File: src/rtl/weight_loader_pkg.sv
// Shared types and sizing helpers for the weight stream loader.
// Imported by the packer and the top level.
package weight_loader_pkg;

    typedef enum logic [1:0] {
        IDLE,
        FILL,
        DRAIN,
        DONE
    } state_t;

    function automatic int beats_per_word(input int e, input int p);
        return e / p;
    endfunction

    function automatic int addr_width(input int depth);
        return $clog2(depth) + 1;
    endfunction

endpackage

File: src/rtl/weight_word_packer.sv
// Beat counter and pack buffer: merges P-element beats into one
// E-element word, little-endian by beat then element.
module weight_word_packer
    import weight_loader_pkg::*;
#(
    parameter int W = 16,
    parameter int P = 1,
    parameter int E = 32
) (
    input  logic           clk,
    input  logic           rst,
    input  logic           clear,
    input  logic           beat_valid,
    input  logic [P*W-1:0] beat,
    output logic           word_valid,
    output logic [E*W-1:0] word
);

    localparam int BPW = beats_per_word(E, P);
    localparam int BCW = (BPW > 1) ? $clog2(BPW) : 1;

    logic [BCW-1:0] beat_cnt;
    logic [E*W-1:0] pack_buf;
    logic [E*W-1:0] next_buf;
    logic           last_beat;

    // The word out includes the beat being accepted this cycle.
    always_comb begin
        next_buf = pack_buf;
        for (int j = 0; j < P; j++) begin
            next_buf[(int'(beat_cnt) * P + j) * W +: W] =
                beat[j * W +: W];
        end
    end

    assign last_beat  = (beat_cnt == BCW'(BPW - 1));
    assign word_valid = beat_valid && last_beat;
    assign word       = next_buf;

    always_ff @(posedge clk or posedge rst) begin
        if (rst) begin
            beat_cnt <= '0;
            pack_buf <= '0;
        end else if (clear) begin
            beat_cnt <= '0;
        end else if (beat_valid) begin
            pack_buf <= next_buf;
            beat_cnt <= last_beat ? '0 : beat_cnt + BCW'(1);
        end
    end

endmodule

File: src/rtl/weight_stream_loader.sv
// Packs a valid/ready weight stream into full words and writes
// them sequentially into a single-port weight RAM.
module weight_stream_loader
    import weight_loader_pkg::*;
#(
    parameter int WEIGHT_PRECISION_0       = 16,
    parameter int WEIGHT_PARALLELISM_DIM_0 = 1,
    parameter int WEIGHT_PARALLELISM_DIM_1 = 1,
    parameter int WEIGHT_TENSOR_SIZE_DIM_0 = 32,
    parameter int DEPTH                    = 576,
    localparam int W = WEIGHT_PRECISION_0,
    localparam int P = WEIGHT_PARALLELISM_DIM_0
                     * WEIGHT_PARALLELISM_DIM_1,
    localparam int E = WEIGHT_TENSOR_SIZE_DIM_0,
    localparam int ADDR_WIDTH = addr_width(DEPTH)
) (
    input  logic                  clk,
    input  logic                  rst,
    input  logic                  start,
    input  logic [P*W-1:0]        data_in,
    input  logic                  data_in_valid,
    output logic                  data_in_ready,
    output logic [ADDR_WIDTH-1:0] address0,
    output logic                  ce0,
    output logic                  we0,
    output logic [E*W-1:0]        d0,
    output logic                  done,
    output logic [ADDR_WIDTH-1:0] words_written
);

    state_t                state;
    state_t                next_state;
    logic                  hs;
    logic                  start_ok;
    logic                  word_valid;
    logic [E*W-1:0]        word;
    logic [ADDR_WIDTH-1:0] word_cnt;
    logic                  last_word;

    assign hs        = data_in_valid && data_in_ready;
    assign start_ok  = start && (state == IDLE || state == DONE);
    assign last_word = (word_cnt == ADDR_WIDTH'(DEPTH - 1));
    assign ce0       = we0;

    weight_word_packer #(
        .W (W),
        .P (P),
        .E (E)
    ) u_packer (
        .clk        (clk),
        .rst        (rst),
        .clear      (start_ok),
        .beat_valid (hs),
        .beat       (data_in),
        .word_valid (word_valid),
        .word       (word)
    );

    always_ff @(posedge clk or posedge rst) begin
        if (rst) state <= IDLE;
        else     state <= next_state;
    end

    always_comb begin
        next_state = state;
        unique case (state)
            IDLE:  if (start) next_state = FILL;
            FILL:  if (word_valid && last_word) next_state = DRAIN;
            DRAIN: next_state = DONE;
            DONE:  if (start) next_state = FILL;
            default: next_state = IDLE;
        endcase
    end

    always_comb begin
        data_in_ready = (state == FILL);
        done          = (state == DONE);
    end

    // RAM port is registered; address0/d0 hold between writes.
    always_ff @(posedge clk or posedge rst) begin
        if (rst) begin
            we0           <= 1'b0;
            address0      <= '0;
            d0            <= '0;
            word_cnt      <= '0;
            words_written <= '0;
        end else begin
            we0 <= word_valid;
            if (word_valid) begin
                address0 <= word_cnt;
                d0       <= word;
            end
            if (start_ok)
                word_cnt <= '0;
            else if (word_valid)
                word_cnt <= word_cnt + ADDR_WIDTH'(1);
            if (start_ok)
                words_written <= '0;
            else if (we0)
                words_written <= words_written + ADDR_WIDTH'(1);
        end
    end

endmodule

File: config.mk
export PLATFORM = sky130hd
export DESIGN_NAME = weight_stream_loader
export DESIGN_NICKNAME = d
export VERILOG_FILES = /design/src/rtl/weight_loader_pkg.sv /design/src/rtl/weight_word_packer.sv /design/src/rtl/weight_stream_loader.sv
export SDC_FILE = /design/constraint.sdc
export NUM_CORES = 2
export LEC_CHECK = 0
export BUFFER_PORTS_ARGS = -buffer_cell sky130_fd_sc_hd__buf_2
export CAP_MARGIN = 10
export CELL_PAD_IN_SITES_DETAIL_PLACEMENT = 1
export CELL_PAD_IN_SITES_GLOBAL_PLACEMENT = 2
export CORE_ASPECT_RATIO = 0.6
export CORE_MARGIN = 5
export CORE_UTILIZATION = 40
export DETAILED_ROUTE_END_ITERATION = 7
export GPL_TIMING_DRIVEN = 1
export PLACE_DENSITY = 0.88
export SYNTH_ARGS = -nofsm -noshare
export SYNTH_HDL_FRONTEND = slang
export SYNTH_SLANG_ARGS = --single-unit
File: constraint.sdc
create_clock -name clk -period 49 [get_ports clk]
set_input_delay 2.45 -clock clk [delete_from_list [all_inputs] [get_ports clk]]
set_output_delay 2.45 -clock clk [all_outputs]
set_load 0.02 [all_outputs]
==> results.md <==
* 0 — post-CTS sizing
* 176,000 um — aggregate routed wire length
* 27.5 um — Avg WL per Cell
* 209 — maximum number of pins on one net before global-route repair
* 0.466 — final core utilization
* dfrtp_1 (58%), nand2_1 (6.3%), mux2_2 (5.1%) — largest cells by area after synthesis
* 114,000 um^2 — total core area
* 49,730 ps — worst path required time
* 0.584 — sequential-to-total area share from yosys stat
* done — TritonCTS clock tree
* 4,414 — post-synthesis instance total
* 60 ps — clock transition at the registers of the reported paths
* dfrtp_1 (1,065), nand2_1 (763), o21ai_0 (462) — most numerous cell types in the synthesized netlist
* 0 — DRC violations left
* 121,000 um^2 — full die area
* 37,877 — vias in the first global route
* 6,405 — final cell count without fillers
* 446 um — Die X-Extent
* clkbuf_16 — Clk Tree Root Cell
* 720 ps — worst skew pair latency
* 6,198 — # placed instances
* u_packer.pack_buf[62] — Critical R2R Capture
* 2.79 mW — Power, Total
* input port — Critical Path Start Type
* 0 — number of max-capacitance violations reported
* 31.0 uV — worst vdd rail ir drop
* 26.7 nW — static leakage
* 26,700 um^2 — area of all sequential standard cells
* 0 — Yosys warning count
* 0 — number of pins with negative max-slew slack in the final report
* 36,505 — via count
* 52.6 nW/um^2 — power density cells
* 0 — hold buffer count at cts
* no — RSZ-0062 raised after global routing
* 153 MHz — f_max
* 0 ps — Post-Route Setup TNS
* 96 — number of core rows
* 4,443 — total nets after synthesis
* 272 um — die height
* 1260 ps — actual transition at the worst max-transition pin
* 0 — post-CTS repair timing setup buffer count
* 17,400 um^2 — combined area of the multi-input logic cells
* 0 — Hold Fails Final Rpt
* 45,600 um^2 — synthesized cell area
* 0 — grt ovf
* 2 — hold depth
* 6550 ps — shortest period the worst path allows
* buf_2, inv_8, buf_4, buf_4, buf_4, buf_4, buf_4 — sequence of cells on the critical path
* 3 — level count of the clock H-tree
* 119,000 um — Detail Placement HPWL
* 0.584 — Synth top area share
* 43,560 ps — Register-to-Register Setup Slack
* 557 — port buffer count
* 3,219 — drt initial violations
* dfrtp_1 — cell type with the highest aggregate area in the netlist
* 0.218 — layout cell share with drive strength beyond 1
* 0.134 — crit share post-route
* 7 — CP Buf/Inv Count
* 0.851 — RD Place Congestion
* 1,065 — Sink Count
* completed — result of the run
* 3 — Max Buffers Root-to-Sink
* 558 — number of I/O pins
* 0 — final-report setup violation count
* 5.70 — number of vias per cell
* 0.286 — Tot GR Track Use
* dfrtp_1 — leading cell type by number of instances after synthesis
* 12,638 — fill cell instance count of the final layout
* 4,817 — Final nets
* 7280 ps — arrival time worst endpoint
* 0 — residual antenna-violating net count after detailed routing
* dfrtp_1 — Synth Flop Type
* d0[364] — hold wc startpoint
* 103 — number of buffers created by CTS
* 10.3 um^2 — Avg Cell Area, Syn
* 65 — post-synthesis cell type count
* 18.9 ps — final worst clock skew
* 1,065 — number of synthesized register bits
* async pin — capturing element type of the critical path
* 0.157 — max-slew headroom at the worst pin
* 22 — initial antenna violation count
* buf_4 — slowest CP cell
* buffers and inverters — delay-heaviest family, CP
* buf_4 — Most common cell on crit path
* 258,000 um — wire length of the first global-routing pass
* in2async — category of the critical setup timing path
* 0 — number of enable-type register cells in the synthesized netlist
* reg2reg — worst min path class
* 5 — TritonRoute pass-1 iters
* 16.1% — area added between synthesis and finish
* 890 ps — largest incremental delay on the critical path
* d0[364] — worst-case hold path end point
* 1.00 — fraction of registers with async set or reset after synthesis
* 111 — maximum fanout along the worst path
* 0.401 — initial core utilization
* 8 — Worst Reg2Reg Path Length in Cells
* u_packer.beat_cnt[1] — FF-to-FF Start
==> metrics by stage <==
step                cell area (um^2)  hold slack [ps]  setup WS [ps]
global placement               49400              452          41550
detailed placement             49400              464          41540
floorplan                      45600              444          16570
global route                   52900              495          41660
CTS                            52900              480          42310
finish                         53000              475          42450
==> power by group <==
group | leakage (nW) | switching (mW) | internal, mW | total (mW)
clock | 1.73 | 0.363 | 0.473 | 0.836
sequential | 14.7 | 0.120 | 1.05 | 1.17
combinational | 10.3 | 0.561 | 0.218 | 0.778
==> layer usage <==
metal,vias to the layer above,wire length [um],GRT usage
li1,16019,-,-
met3,281,15300,0.0855
met5,-,23,0
met4,4,6710,0.101
met2,1263,77900,0.431
met1,18938,75900,0.392
==> final cells by class <==
class                           instances  share of cell area
Sequential cell                      1065               0.503
Multi-Input combinational cell       2972               0.329
Timing Repair Buffer                  635              0.0644
Clock buffer                          159              0.0592
Tap cell                             1519              0.0359
Clock inverter                         34             0.00687
Inverter                               11             0.00106
Antenna cell                           10            0.000472
==> layout by cell type, fill, tap and decap left out, types with 10 or more instances in the layout <==
master and instances:
nor3_1 85, o21ai_1 30, buf_4 74, and3_1 21, o21ai_0 462, clkbuf_1 26, clkbuf_16 107, and2_0 18
nand3_1 90, nand2_1 762, nand4_1 16, mux2i_1 215, clkbuf_8 27, a21oi_1 243, clkinv_2 19, a21o_1 17
a221o_1 105, nor2_1 394, xor2_1 13, and2_1 74, diode_2 10, a2bb2oi_1 16, buf_2 557, o31ai_1 13
dfrtp_1 1065, a31oi_1 48, mux2_2 207, a221oi_1 32
==> flip-flops by register name, summed over array words and instances, names as in the netlist <==
register and cells:
word_cnt 11, state 2, words_written 11, u_packer.beat_cnt 5, ce0 1, d0 512
address0 11, u_packer.pack_buf 512
==> cell families (layout without fill, tap and decap cells) <==
| family | Yosys count | in the layout | share of synthesized area |
|---|---|---|---|
| flip-flops | 1065 | 1065 | 0.584 |
| AND/OR/NAND/NOR | 1526 | 1526 | 0.144 |
| XOR/XNOR | 21 | 21 | 0.00461 |
| adder cells (fa/ha/maj) | 9 | 9 | 0.00247 |
| buffers and inverters | 377 | 839 | 0.0358 |
| other | 0 | 10 | 0 |
| multiplexers | 424 | 424 | 0.0988 |
| AO/OA/AOI/OAI | 992 | 992 | 0.131 |
==> tightest hold or removal path, stage by stage (launching register included) <==
cell     delay [ps]
dfrtp_1         340
nand2_1          50
o21ai_0          60
==> how the worst max path moves through the flow <==
stage | from | endpoint | slack, ps | cells past startpoint
3_5_place_dp | rst | d0[0] | 41540 | 7
5_1_grt | rst | d0[255] | 41660 | 7
6_report | rst | ce0 | 42450 | 7
4_1_cts | rst | word_cnt[2] | 42310 | 7
3_3_place_gp | rst | d0[1] | 41550 | 7
2_1_floorplan | rst | address0[0] | 16570 | 1
Note: power is estimated with default switching activity, not from simulation.
